==> src/rtl/seq_basics_pkg.sv <==
// Shared types for the sequential_basics primitives.
//   sr_mode_t : shift register operation selected each clock edge.
package seq_basics_pkg;

  typedef enum logic [1:0] {
    SR_HOLD  = 2'd0,
    SR_LEFT  = 2'd1,
    SR_RIGHT = 2'd2,
    SR_LOAD  = 2'd3
  } sr_mode_t;

endpackage

==> src/rtl/seq_basics_param_mod_counter.sv <==
// mod_counter: modulo-CNT_MOD up/down counter with saturating load and wrap flag.
// Ports:
//   clk50m, rst       clock, synchronous active-high reset
//   cnt_en, cnt_up    count enable / direction (1 = up)
//   cnt_load, cnt_din synchronous load (wins over cnt_en), load value
//   cnt               counter value, always in 0..CNT_MOD-1
//   cnt_zero          cnt == 0, combinational from the register
//   cnt_wrap          registered pulse: cnt wrapped on the previous edge
module mod_counter #(
  parameter int CNT_WIDTH = 4,
  parameter int CNT_MOD   = 10
) (
  input  logic                 clk50m,
  input  logic                 rst,
  input  logic                 cnt_en,
  input  logic                 cnt_up,
  input  logic                 cnt_load,
  input  logic [CNT_WIDTH-1:0] cnt_din,
  output logic [CNT_WIDTH-1:0] cnt,
  output logic                 cnt_zero,
  output logic                 cnt_wrap
);

  if (CNT_WIDTH < 1) begin : g_bad_width
    $error("mod_counter: CNT_WIDTH must be >= 1");
  end
  if (CNT_MOD < 2 || CNT_MOD > (1 << CNT_WIDTH)) begin : g_bad_mod
    $error("mod_counter: CNT_MOD must be in 2..2**CNT_WIDTH");
  end

  localparam logic [CNT_WIDTH-1:0] CNT_MAX = CNT_WIDTH'(CNT_MOD - 1);
  localparam logic [CNT_WIDTH-1:0] CNT_ONE = CNT_WIDTH'(1);
  // One extra bit so CNT_MOD == 2**CNT_WIDTH is representable.
  localparam logic [CNT_WIDTH:0]   CNT_MOD_X = (CNT_WIDTH+1)'(CNT_MOD);

  logic [CNT_WIDTH-1:0] cnt_q, cnt_d;
  logic                 wrap_q, wrap_d;

  always_comb begin
    cnt_d  = cnt_q;
    wrap_d = 1'b0;
    if (cnt_load) begin
      // Out-of-range load values saturate; a load never flags a wrap.
      cnt_d = ({1'b0, cnt_din} < CNT_MOD_X) ? cnt_din : CNT_MAX;
    end else if (cnt_en) begin
      if (cnt_up) begin
        // Explicit terminal compare so natural rollover still flags wrap.
        if (cnt_q == CNT_MAX) begin
          cnt_d  = '0;
          wrap_d = 1'b1;
        end else begin
          cnt_d = cnt_q + CNT_ONE;
        end
      end else begin
        if (cnt_q == '0) begin
          cnt_d  = CNT_MAX;
          wrap_d = 1'b1;
        end else begin
          cnt_d = cnt_q - CNT_ONE;
        end
      end
    end
  end

  always_ff @(posedge clk50m) begin
    if (rst) begin
      cnt_q  <= '0;
      wrap_q <= 1'b0;
    end else begin
      cnt_q  <= cnt_d;
      wrap_q <= wrap_d;
    end
  end

  assign cnt      = cnt_q;
  assign cnt_zero = (cnt_q == '0);
  assign cnt_wrap = wrap_q;

endmodule

==> src/rtl/seq_basics_param.sv <==
// seq_basics_param: D-FF with enable, universal shift register and
// modulo counter, all on clk50m with synchronous active-high reset.
// Ports:
//   d_en, d, q                 enabled D flip-flop
//   sr_mode, sin, sr_pdata, sr shift register (HOLD/LEFT/RIGHT/LOAD)
//   cnt_en, cnt_up, cnt_load, cnt_din, cnt, cnt_zero, cnt_wrap  counter
module seq_basics_param
  import seq_basics_pkg::*;
#(
  parameter int SR_WIDTH  = 8,
  parameter int CNT_WIDTH = 4,
  parameter int CNT_MOD   = 10
) (
  input  logic                 clk50m,
  input  logic                 rst,
  input  logic                 d_en,
  input  logic                 d,
  output logic                 q,
  input  logic [1:0]           sr_mode,
  input  logic                 sin,
  input  logic [SR_WIDTH-1:0]  sr_pdata,
  output logic [SR_WIDTH-1:0]  sr,
  input  logic                 cnt_en,
  input  logic                 cnt_up,
  input  logic                 cnt_load,
  input  logic [CNT_WIDTH-1:0] cnt_din,
  output logic [CNT_WIDTH-1:0] cnt,
  output logic                 cnt_zero,
  output logic                 cnt_wrap
);

  if (SR_WIDTH < 2) begin : g_bad_sr
    $error("seq_basics_param: SR_WIDTH must be >= 2");
  end

  sr_mode_t mode;
  assign mode = sr_mode_t'(sr_mode);

  logic                q_q, q_d;
  logic [SR_WIDTH-1:0] sr_q, sr_d;

  always_comb begin
    q_d = q_q;
    if (d_en) q_d = d;
  end

  always_comb begin
    sr_d = sr_q;
    unique case (mode)
      SR_HOLD:  sr_d = sr_q;
      SR_LEFT:  sr_d = {sr_q[SR_WIDTH-2:0], sin};
      SR_RIGHT: sr_d = {sin, sr_q[SR_WIDTH-1:1]};
      SR_LOAD:  sr_d = sr_pdata;
      default:  sr_d = sr_q;
    endcase
  end

  always_ff @(posedge clk50m) begin
    if (rst) q_q <= 1'b0;
    else     q_q <= q_d;
  end

  always_ff @(posedge clk50m) begin
    if (rst) sr_q <= '0;
    else     sr_q <= sr_d;
  end

  assign q  = q_q;
  assign sr = sr_q;

  mod_counter #(
    .CNT_WIDTH (CNT_WIDTH),
    .CNT_MOD   (CNT_MOD)
  ) u_cnt (
    .clk50m   (clk50m),
    .rst      (rst),
    .cnt_en   (cnt_en),
    .cnt_up   (cnt_up),
    .cnt_load (cnt_load),
    .cnt_din  (cnt_din),
    .cnt      (cnt),
    .cnt_zero (cnt_zero),
    .cnt_wrap (cnt_wrap)
  );

endmodule

==> config.mk <==
export PLATFORM = sky130hd
export DESIGN_NAME = seq_basics_param
export DESIGN_NICKNAME = d
export VERILOG_FILES = /design/src/rtl/seq_basics_pkg.sv /design/src/rtl/seq_basics_param_mod_counter.sv /design/src/rtl/seq_basics_param.sv
export SDC_FILE = /design/constraint.sdc
export NUM_CORES = 1
export LEC_CHECK = 0
export BUFFER_PORTS_ARGS = -buffer_cell sky130_fd_sc_hd__buf_2
export CAP_MARGIN = 20
export CELL_PAD_IN_SITES_DETAIL_PLACEMENT = 0
export CELL_PAD_IN_SITES_GLOBAL_PLACEMENT = 1
export CORE_MARGIN = 2
export CORE_UTILIZATION = 36
export CTS_CLUSTER_DIAMETER = 50
export DETAILED_ROUTE_END_ITERATION = 16
export PLACE_DENSITY = 0.84
export SYNTH_ARGS = -nofsm -noshare
export SYNTH_HDL_FRONTEND = slang
export SYNTH_SLANG_ARGS = --single-unit
==> constraint.sdc <==
create_clock -name clk50m -period 3.1 [get_ports clk50m]
set_clock_uncertainty 0.2 [all_clocks]
set_input_delay 0.31 -clock clk50m [delete_from_list [all_inputs] [get_ports clk50m]]
set_output_delay 0.31 -clock clk50m [all_outputs]
set_load 0.05 [all_outputs]
==> results of run 1 <==
==> tightest hold or removal path, stage by stage <==
cell and delay [ns]:
sky130_fd_sc_hd__buf_2 0.07, sky130_fd_sc_hd__mux2i_1 0.06, sky130_fd_sc_hd__nor2_1 0.07
==> worst max-delay path by stage <==
| stage | start | endpoint | slack, ns | depth (start not counted) |
|---|---|---|---|---|
| after floorplan | u_cnt.cnt[3]$_SDFFE_PP0P_ | u_cnt.cnt[3]$_SDFFE_PP0P_ | 0.77 | 5 |
| after global placement | sr_mode[1] | sr[6]$_SDFFE_PP0P_ | 1.57 | 3 |
| after detailed placement | u_cnt.cnt[0]$_SDFFE_PP0P_ | cnt_zero | 1.51 | 2 |
| after CTS | u_cnt.cnt[0]$_SDFFE_PP0P_ | cnt_zero | 1.19 | 2 |
| after global routing | u_cnt.cnt[0]$_SDFFE_PP0P_ | cnt_zero | 1.07 | 2 |
| final | u_cnt.cnt[0]$_SDFFE_PP0P_ | cnt_zero | 1.19 | 2 |
==> where the power goes <==
part           switching [mW]  total (mW)  internal, mW
logic                  0.0868       0.143        0.0564
clock network          0.0577       0.129        0.0714
registers              0.0181       0.210         0.192
total                   0.163       0.482         0.319
==> placed cells by master (no fill, tap or decap), drive strengths merged, types with 2 or more instances in the layout <==
master,instances
o22ai,2
clkbuf,4
nor3,2
mux4,8
dfxtp,14
buf,36
and2b,3
a21oi,4
inv,4
nor2b,9
and3,2
nand2,4
nor2,6
o21ai,5
==> registers in the layout, summed over array words and instances, names as in the netlist <==
signal          cells
sr                  8
u_cnt.cnt           4
q                   1
u_cnt.cnt_wrap      1
==> logic make-up (layout without fill, tap and decap cells) <==
group	count (synthesis)	in the layout	synth area share, %
buf+inv	12	44	7.86
mux	9	9	22.1
xor+xnor	1	1	1.02
simple gates	31	31	21.3
compound gates	20	20	15.1
flops	14	14	32.6
==> layer usage <==
| layer | routed length [um] | track usage [%] | up-vias |
|---|---|---|---|
| met4 | 12 | 7.69 | 0 |
| met3 | 107 | 2.54 | 2 |
| met1 | 785 | 17.3 | 344 |
| met2 | 821 | 22.7 | 26 |
| met5 | 0 | 0 | - |
| li1 | - | - | 380 |
==> synth_stat cells (2+ instances only) <==
master	n
sky130_fd_sc_hd__dfxtp_1	14
sky130_fd_sc_hd__mux4_2	8
sky130_fd_sc_hd__nor2_1	6
sky130_fd_sc_hd__nor3_1	2
sky130_fd_sc_hd__buf_2	3
sky130_fd_sc_hd__and3_1	2
sky130_fd_sc_hd__clkbuf_1	2
sky130_fd_sc_hd__and2b_1	3
sky130_fd_sc_hd__o21ai_1	2
sky130_fd_sc_hd__a21oi_1	4
sky130_fd_sc_hd__nor2b_1	9
sky130_fd_sc_hd__buf_6	2
sky130_fd_sc_hd__inv_1	4
sky130_fd_sc_hd__o21ai_0	3
sky130_fd_sc_hd__o22ai_1	2
sky130_fd_sc_hd__nand2_1	3
==> layout make-up <==
cell class	count	area [sq um]	share of cell area [%]
multi-input combinational	61	512	48.3
sequential	14	280	26.5
timing repair buffer	36	180	17.0
clock buffer	4	36.3	3.43
tap	28	35.0	3.31
inverter	4	15.0	1.42
==> through the flow <==
stage | area [sq um] | util [%] | hold slack [ns]
5_1_grt | 1060 | 47.4 | 0.0741
2_1_floorplan | 860 | - | 0.182
3_3_place_gp | 1020 | 45.8 | 0.274
3_5_place_dp | 1020 | 45.8 | 0.288
4_1_cts | 1060 | 47.4 | 0.0612
6_report | 1060 | 47.4 | 0.0706
==> results_dict.tcl, run 1 <==
set metrics [dict create \
    outcome "complete, no violations" \
    hp-start "d" \
    p_per_area_mw_per_mm2 455 \
    overflow 0 \
    drt-wirelength-per-cell_um 11.7 \
    timing_max_transition_violations_final 0 \
    synth-async-reset-ratio_pct 0 \
    instances_no_fill 147 \
    synth_enable_flop_cells 0 \
    tritoncts_num_sinks 14 \
    worst_path_largest_cell_delay_ns 0.44 \
    crit_path_end_kind "output port" \
    largest_net_degree_at_the_start_of_global_routing 15 \
    global_route_wire_length_before_repair_um 2790 \
    synth_top_area_share_pct 32.6 \
    post-synth-top-area-cell "sky130_fd_sc_hd__dfxtp_1" \
    cts_hold_buffers 0 \
    path_max_fanout 13 \
    numPortBuffers 36 \
    drt_iter0_drc 3 \
    synthFlopType "sky130_fd_sc_hd__dfxtp_1" \
    ys.warnings.count 0 \
    cts_htree_levels 1 \
    cap_viol_max_count 0 \
    cts_tree "built" \
    core_area_sq_mm 0.00223 \
    critical_path.top_delay_family "flip-flops" \
    start_util_pct 38.5 \
    die_area_sq_mm 0.00279 \
    fp.dieH_um 52.9 \
    cts_setup_buffers 0 \
    power.total_mw 0.482 \
    share_of_synthesized_area_occupied_by_flip_flops_and_latches_pct 32.6 \
    cp-start-kind "flip-flop" \
    yosys_register_bits 14 \
    worstHoldEndpoint "q$_SDFFE_PP0P_" \
    post_cts_resize_count 0 \
    critical_path.reg2reg.endpoint "u_cnt.cnt[2]$_SDFFE_PP0P_" \
    slew-limit-headroom_pct 72.8 \
    drtPass1Iterations 3 \
    critical_path_buf_inv_count 1 \
    hold_path_class "primary input to flip-flop" \
    clock-root-buffer "sky130_fd_sc_hd__clkbuf_4" \
    period_needed_ns 1.91 \
    final_worst_path_setup_slack_ns 1.19 \
    required_ns 2.59 \
    dp.final_hpwl_um 1330 \
    post_drt_via_cell_ratio 5.12 \
    grt_antenna_before_repair 0 \
    syn-num-nets 109 \
    reg2regPathDepth 4 \
    setup_repair_after_global_routing_missed_its_margin "no" \
    fin_setup_tns_ns 0 \
    vias_in_the_first_global_route 650 \
    regToRegStartpoint "u_cnt.cnt[0]$_SDFFE_PP0P_" \
    cts_buffers 3 \
    cts_max_path_buffers 2 \
    cpMaxStageDelayCell "sky130_fd_sc_hd__dfxtp_1" \
    groute.usage.overall_pct 14.0 \
    synth_top_cells_by_area "sky130_fd_sc_hd__dfxtp_1 (33%), sky130_fd_sc_hd__mux4_2 (21%), sky130_fd_sc_hd__nor2b_1 (6.6%)" \
    setup.worst_path.class "flip-flop to output port" \
    crit_path_cell_trace "nor4_2 -> buf_2" \
    die_w_um 52.9 \
    layout.nets 142 \
    final_hold_viol_count 0 \
    drt-total-wl_um 1730 \
    n_fill_cell 216 \
    detailroute.via_count 752 \
    gp_congestion 0.709 \
    arrival_time_at_the_worst_endpoint_ns 1.40 \
    worst_hold_path.num_cells 3 \
    synthCells 87 \
    worst-slew-pin-transition_ns 0.407 \
    ir_drop_worst_case_vdd_v 0.000263 \
    ios 37 \
    drc 0 \
    remaining_antenna_violation_count 0 \
    avgSynthCellArea_sq_um 9.88 \
    rows 17 \
    clock.fmax_ghz 0.525 \
    pre_cts_slack_ns 1.51 \
    worst_reg_to_reg_setup_slack_ns 1.61 \
    clock_latency_ns 0.28 \
    syn-cell-area_sq_um 860 \
    num_antenna_cells 0 \
    placed_cells 143 \
    layout_worst_path_cycle_share_pct 61.5 \
    area.growth.synth_to_final_pct 23.1 \
    number_of_endpoints_failing_setup_at_the_final_stage 0 \
    yosysUniqueCellTypes 34 \
    static_leakage_nw 0.484 \
    clk_transition_reported_paths_ns 0.09 \
    post_route_cells_drive_above_1_share_pct 42.9 \
]
Note: power is estimated with default switching activity, not from simulation.
==> run 2, diff against run 1 <==
- ABC_AREA: default -> 1
- CORE_UTILIZATION: 36 -> 30
- PLACE_DENSITY: 0.84 -> 0.78
- clock period: 3.1 -> 1.8 ns (I/O delays scaled with it)
==> run 2 against run 1 <==
Net effect: via count increased by 36%; first-iteration DRC count grew to 7.7 times the previous value; design area increased by 15%; area after synthesis increased by 0.87%; sequential power is 70% higher; utilization down 3.2 points; combinational power rose by 110%; critical path depth up 2; global-route usage fell by 0.071 points; die area grew 19%; largest power group unchanged; highest routed layer unchanged.
==> results_dict.tcl, run 2 <==
set metrics [dict create \
    timing_max_transition_violations_final 0 \
    path_max_fanout 6 \
    post_drt_via_cell_ratio 4.70 \
    crit_path_cell_trace "nor2_2 -> nand3_2 -> inv_1 -> clkbuf_4" \
    worst_reg_to_reg_setup_slack_ns 0.26 \
    switchingPower_mw 0.330 \
    pre_cts_slack_ns 0.430 \
    drc 0 \
    period_needed_ns 1.65 \
    clock-root-buffer "sky130_fd_sc_hd__clkbuf_4" \
    power_frac_comb_pct 33.6 \
    regToRegStartpoint "u_cnt.cnt[0]$_SDFFE_PP0P_" \
    cp-start-kind "flip-flop" \
    vias_in_the_first_global_route 949 \
    die_w_um 57.8 \
    start_util_pct 31.4 \
    synthFlopType "sky130_fd_sc_hd__dfxtp_1" \
    post-synth-top-area-cell "sky130_fd_sc_hd__dfxtp_1" \
    hp-start "sr_pdata[3]" \
    ios 37 \
    yosysUniqueCellTypes 22 \
    internal_power_mw 0.554 \
    drt_iter0_drc 23 \
    outcome "complete, no violations" \
    placed_cell_area_sq_mm 0.00109 \
    synth_top_cells_by_count "sky130_fd_sc_hd__nand2_1 (43), sky130_fd_sc_hd__inv_1 (18), sky130_fd_sc_hd__dfxtp_1 (14), sky130_fd_sc_hd__nand3_1 (11), sky130_fd_sc_hd__o21ai_0 (11)" \
    gp_congestion 0.953 \
    worst_path_largest_cell_delay_ns 0.37 \
    avgSynthCellArea_sq_um 6.28 \
    ir_drop_worst_case_vdd_v 0.000348 \
    core_area_sq_mm 0.00276 \
    setup.worst_path.class "flip-flop to output port" \
    worst-slew-pin-transition_ns 0.266 \
    grt_antenna_before_repair 0 \
    final_hold_viol_count 0 \
    layout.cells.most_common_list "sky130_fd_sc_hd__nand2_1 (43), sky130_fd_sc_hd__buf_2 (35), sky130_fd_sc_hd__inv_1 (18), sky130_fd_sc_hd__dfxtp_1 (14)" \
    drt-wirelength-per-cell_um 10.3 \
    most_frequent_standard_cell_in_the_layout_excluding_fill_and_tap_cells "sky130_fd_sc_hd__nand2_1" \
    synth_top_area_share_pct 32.3 \
    slew-limit-headroom_pct 82.2 \
    hold_path_class "primary input to flip-flop" \
    numPortBuffers 36 \
    cts_setup_buffers 0 \
    cts_tree "built" \
    die_area_sq_mm 0.00334 \
    clock.fmax_ghz 0.605 \
    synthCells 138 \
    remaining_antenna_violation_count 0 \
    crit_path_end_kind "output port" \
    cts_buffers 3 \
    cpMaxStageDelayCell "sky130_fd_sc_hd__dfxtp_1" \
    clk_transition_reported_paths_ns 0.09 \
    layout_worst_path_cycle_share_pct 91.9 \
    sequentialPowerShare_pct 40.3 \
    share_of_synthesized_area_occupied_by_flip_flops_and_latches_pct 32.3 \
    fp.dieH_um 57.8 \
    synth_most_common_cell "sky130_fd_sc_hd__nand2_1" \
    critical_path_buf_inv_count 2 \
    final_worst_path_setup_slack_ns 0.146 \
    post_route_cells_drive_above_1_share_pct 30.5 \
    detailroute.via_count 1025 \
    cts_htree_levels 1 \
    syn-num-nets 160 \
    largest_reg_flops 8 \
    static_leakage_nw 0.664 \
    drt-total-wl_um 2240 \
    layout.nets 210 \
    dp.final_hpwl_um 1750 \
    cts_max_path_buffers 2 \
    clock_latency_ns 0.28 \
    ys.warnings.count 0 \
    arrival_time_at_the_worst_endpoint_ns 1.27 \
    largest_net_degree_at_the_start_of_global_routing 10 \
    tritoncts_num_sinks 14 \
    critical_path.reg2reg.endpoint "u_cnt.cnt[0]$_SDFFE_PP0P_" \
    global_route_wire_length_before_repair_um 3710 \
    p_per_area_mw_per_mm2 726 \
    drtPass1Iterations 4 \
    required_ns 1.42 \
    p_sw_share_pct 37.3 \
    synth-async-reset-ratio_pct 0 \
    setup_repair_after_global_routing_missed_its_margin "no" \
    groute.usage.overall_pct 13.9 \
    rows 19 \
    critical_path.top_delay_family "flip-flops" \
    overflow 0 \
    n_fill_cell 304 \
    syn-cell-area_sq_um 867 \
    yosys_register_bits 14 \
    layout.cell_area.non_filler_sq_mm 0.00122 \
    fin_setup_tns_ns 0 \
    reg2regPathDepth 4 \
    synth_top_cells_by_area "sky130_fd_sc_hd__dfxtp_1 (32%), sky130_fd_sc_hd__nand2_1 (19%), sky130_fd_sc_hd__inv_1 (7.8%)" \
    synth_enable_flop_cells 0 \
    area.growth.synth_to_final_pct 40.4 \
    worst_hold_path.num_cells 5 \
    number_of_endpoints_failing_setup_at_the_final_stage 0 \
    clock_power_share_pct 26.1 \
    worstHoldEndpoint "sr[3]$_SDFFE_PP0P_" \
    num_antenna_cells 0 \
    cap_viol_max_count 0 \
]
-- run 2: layout make-up --
class                   count  area [sq um]  area share [%]
clock buffers               4          36.3            2.98
multi-input cells          98           487            40.0
inverters                  25          95.1            7.81
flip-flops and latches     14           280            23.0
repair buffers             46           280            23.0
well taps                  31          38.8            3.19
-- run 2: metal layers --
layer	wire (um)	track usage (%)	vias up	part of all wire, %
met5	0	0	-	0
met4	25	5.98	0	1.1
met3	150	2.90	4	6.7
met2	1050	24.0	31	47
met1	1010	16.5	443	45
li1	-	-	547	-
-- run 2: kinds of logic after synthesis --
logic type | after synthesis | share of synthesized area, %
flops | 14 | 32.3
compound gates | 33 | 22.4
buf+inv | 26 | 11.5
simple gates | 65 | 33.8
-- run 2: power groups by stage --
| stage | logic, mW | registers (mW) | clock network [mW] |
|---|---|---|---|
| floorplan | 0.125 | 0.439 | 0 |
| global placement | 0.278 | 0.362 | 0 |
| detailed placement | 0.280 | 0.363 | 0 |
| CTS | 0.297 | 0.356 | 0.244 |
| global route | 0.325 | 0.360 | 0.257 |
| finish | 0.297 | 0.356 | 0.230 |
-- run 2: stage by stage --
stage | hold slack, ns | instances | total power [mW] | utilization (%)
after global placement | 0.168 | 205 | 0.640 | 39.5
after CTS | 0.0151 | 218 | 0.897 | 44.1
after global routing | 0.0431 | 218 | 0.942 | 44.1
final | 0.0202 | 218 | 0.884 | 44.1
after detailed placement | 0.172 | 205 | 0.643 | 39.5
after floorplan | 0.0735 | 138 | 0.564 | -
-- run 2: worst reg2reg max path: stages, from the launching register on --
cell and delay [ns]:
sky130_fd_sc_hd__dfxtp_1 0.43, sky130_fd_sc_hd__nand3_1 0.09, sky130_fd_sc_hd__o21ai_0 0.08, sky130_fd_sc_hd__a21oi_1 0.08, sky130_fd_sc_hd__dlygate4sd3_1 0.55
-- run 2: repair_timing --
action                                 4_1_cts  5_1_grt
hold buffers                                 9        0
gates resized for setup                      0        1
setup endpoints to repair                    0        1
endpoints found under the hold margin        8        0
-- run 2: worst max path at each step --
stage | startpoint | to | slack, ns | cells past startpoint
finish | u_cnt.cnt[0]$_SDFFE_PP0P_ | cnt_zero | 0.15 | 4
global route | u_cnt.cnt[0]$_SDFFE_PP0P_ | cnt_zero | 0.02 | 4
detailed placement | u_cnt.cnt[0]$_SDFFE_PP0P_ | cnt_zero | 0.43 | 4
floorplan | u_cnt.cnt[0]$_SDFFE_PP0P_ | u_cnt.cnt[3]$_SDFFE_PP0P_ | 0.21 | 9
CTS | u_cnt.cnt[0]$_SDFFE_PP0P_ | cnt_zero | 0.1 | 4
global placement | u_cnt.cnt[0]$_SDFFE_PP0P_ | cnt_zero | 0.46 | 4
==> run 3, diff against run 2 <==
- ABC_CLOCK_PERIOD_IN_PS: default -> 1800
- RECOVER_POWER: default -> 100
==> run 3 against run 2 <==
Net effect: non-clock buffer count unchanged; critical path depth is the same; utilization fell by 0.95 points; maximum frequency shrank 0.14%; combinational power shrank 3%.
==> results_dict.tcl, run 3 (synthesis results as in run 2) <==
set metrics [dict create \
    layout_worst_path_cycle_share_pct 92.0 \
    final_worst_path_setup_slack_ns 0.144 \
    drt_iter0_drc 18 \
    overflow 0 \
    drc 0 \
    remaining_antenna_violation_count 0 \
    crit_path_cell_trace "nor2_2 -> nand3_2 -> inv_1 -> clkbuf_4" \
    pre_cts_slack_ns 0.430 \
    path_max_fanout 6 \
    power.total_mw 0.873 \
    worst_hold_path.num_cells 3 \
    static_leakage_nw 0.609 \
    cap_viol_max_count 0 \
    p_sw_share_pct 37.5 \
    internal_power_mw 0.546 \
    clk_transition_reported_paths_ns 0.09 \
    groute.usage.overall_pct 13.9 \
    clock_latency_ns 0.28 \
    largest_net_degree_at_the_start_of_global_routing 10 \
    worst_path_largest_cell_delay_ns 0.37 \
    clock-root-buffer "sky130_fd_sc_hd__clkbuf_4" \
    area.growth.synth_to_final_pct 37.4 \
    sequential_standard_cell_area_sq_um 280 \
    numPortBuffers 36 \
    setup_repair_after_global_routing_missed_its_margin "no" \
    cts_htree_levels 1 \
    timing_max_transition_violations_final 0 \
    most_frequent_standard_cell_in_the_layout_excluding_fill_and_tap_cells "sky130_fd_sc_hd__nand2_1" \
    n_fill_cell 312 \
    cts_max_path_buffers 2 \
    layout.cells.most_common_list "sky130_fd_sc_hd__nand2_1 (43), sky130_fd_sc_hd__buf_2 (21), sky130_fd_sc_hd__inv_1 (19), sky130_fd_sc_hd__clkbuf_1 (14), sky130_fd_sc_hd__dfxtp_1 (14)" \
    num_antenna_cells 0 \
    cp-start-kind "flip-flop" \
    cpMaxStageDelayCell "sky130_fd_sc_hd__dfxtp_1" \
    finalCoreUtilization_pct 43.2 \
    power_frac_comb_pct 32.9 \
    clock_power_share_pct 26.3 \
    ios 37 \
    final_hold_viol_count 0 \
    reg2regPathDepth 4 \
    rows 19 \
    core_area_sq_mm 0.00276 \
    holdWs_ns 0.0239 \
    start_util_pct 31.4 \
    arrival_time_at_the_worst_endpoint_ns 1.28 \
    cts_buffers 3 \
    vias_in_the_first_global_route 949 \
    largest_reg_flops 8 \
    number_of_endpoints_failing_setup_at_the_final_stage 0 \
    drt-wirelength-per-cell_um 10.2 \
    switchingPower_mw 0.327 \
    dp.final_hpwl_um 1750 \
    post_drt_via_cell_ratio 4.70 \
    required_ns 1.42 \
    cts_tree "built" \
    p_per_area_mw_per_mm2 733 \
    drtPass1Iterations 4 \
    multi_input_area_sq_um 478 \
    crit_path_end_kind "output port" \
    worst-slew-pin-transition_ns 0.616 \
    die_area_sq_mm 0.00334 \
    slew-limit-headroom_pct 59.1 \
    gp_congestion 0.953 \
    fp.dieH_um 57.8 \
    layout.nets 210 \
    clock.fmax_ghz 0.604 \
    die_w_um 57.8 \
    outcome "complete, no violations" \
    sequentialPowerShare_pct 40.8 \
    fin_setup_tns_ns 0 \
    grt_antenna_before_repair 0 \
    setup.worst_path.class "flip-flop to output port" \
    detailroute.via_count 1024 \
    global_route_wire_length_before_repair_um 3710 \
    period_needed_ns 1.66 \
    post_route_cells_drive_above_1_share_pct 21.4 \
    hold_path_class "primary input to flip-flop" \
    tritoncts_num_sinks 14 \
    drt-total-wl_um 2220 \
    ir_drop_worst_case_vdd_v 0.000346 \
]
==> run 3: cell types whose count changed in the layout (fill, tap and decap cells not counted), moves of 2 or more <==
cell,previous run,this run
sky130_fd_sc_hd__buf_2,35,21
sky130_fd_sc_hd__clkbuf_1,0,14
sky130_fd_sc_hd__o21ai_0,11,13
sky130_fd_sc_hd__o21ai_1,6,4
==> run 3: repair_timing <==
action / in CTS / in global routing
hold endpoints to repair: 8 / 0
endpoints found under the setup margin: 0 / 1
gates resized for setup: 0 / 1
setup buffers: 0 / 0
hold buffers: 9 / 0
==> run 3: layout make-up <==
class	instances	area share [%]
Multi-Input combinational cell	98	40.1
Timing Repair Buffer	46	22.1
Inverter	25	7.98
Sequential cell	14	23.5
Tap cell	31	3.26
Clock buffer	4	3.05
==> run 3: power groups by stage <==
stage	clock, mW	combinational, mW	sequential [mW]
finish	0.230	0.287	0.356
global route	0.257	0.315	0.360
CTS	0.244	0.297	0.356
detailed placement	0	0.280	0.363
global placement	0	0.278	0.362
floorplan	0	0.125	0.439
==> run 3: metrics by stage <==
stage                     std cells  instance area (sq um)
final                           218                   1190
after global routing            218                   1190
after CTS                       218                   1210
after detailed placement        205                   1090
after global placement          205                   1090
after floorplan                 138                    867
==> run 3: per-layer routing <==
metal / track usage [%] / routed length [um]
met1: 16.5 / 1020
met3: 2.90 / 128
met5: 0 / 0
met2: 24.0 / 1040
met4: 5.98 / 25
==> run 3: critical path: cells and delay by family (launching register included) <==
family	cells	cell delay (ns)
buffers and inverters	2	0.29
flip-flops	1	0.37
AND/OR/NAND/NOR	2	0.33
==> run 3: path summary, 6_finish.rpt <==
check                             from                        end  slack, ns
min reg2reg         sr[5]$_SDFFE_PP0P_         sr[4]$_SDFFE_PP0P_       0.31
min                             cnt_en  u_cnt.cnt_wrap$_SDFF_PP0_       0.02
max reg2reg  u_cnt.cnt[0]$_SDFFE_PP0P_  u_cnt.cnt[0]$_SDFFE_PP0P_       0.26
max          u_cnt.cnt[0]$_SDFFE_PP0P_                   cnt_zero       0.14
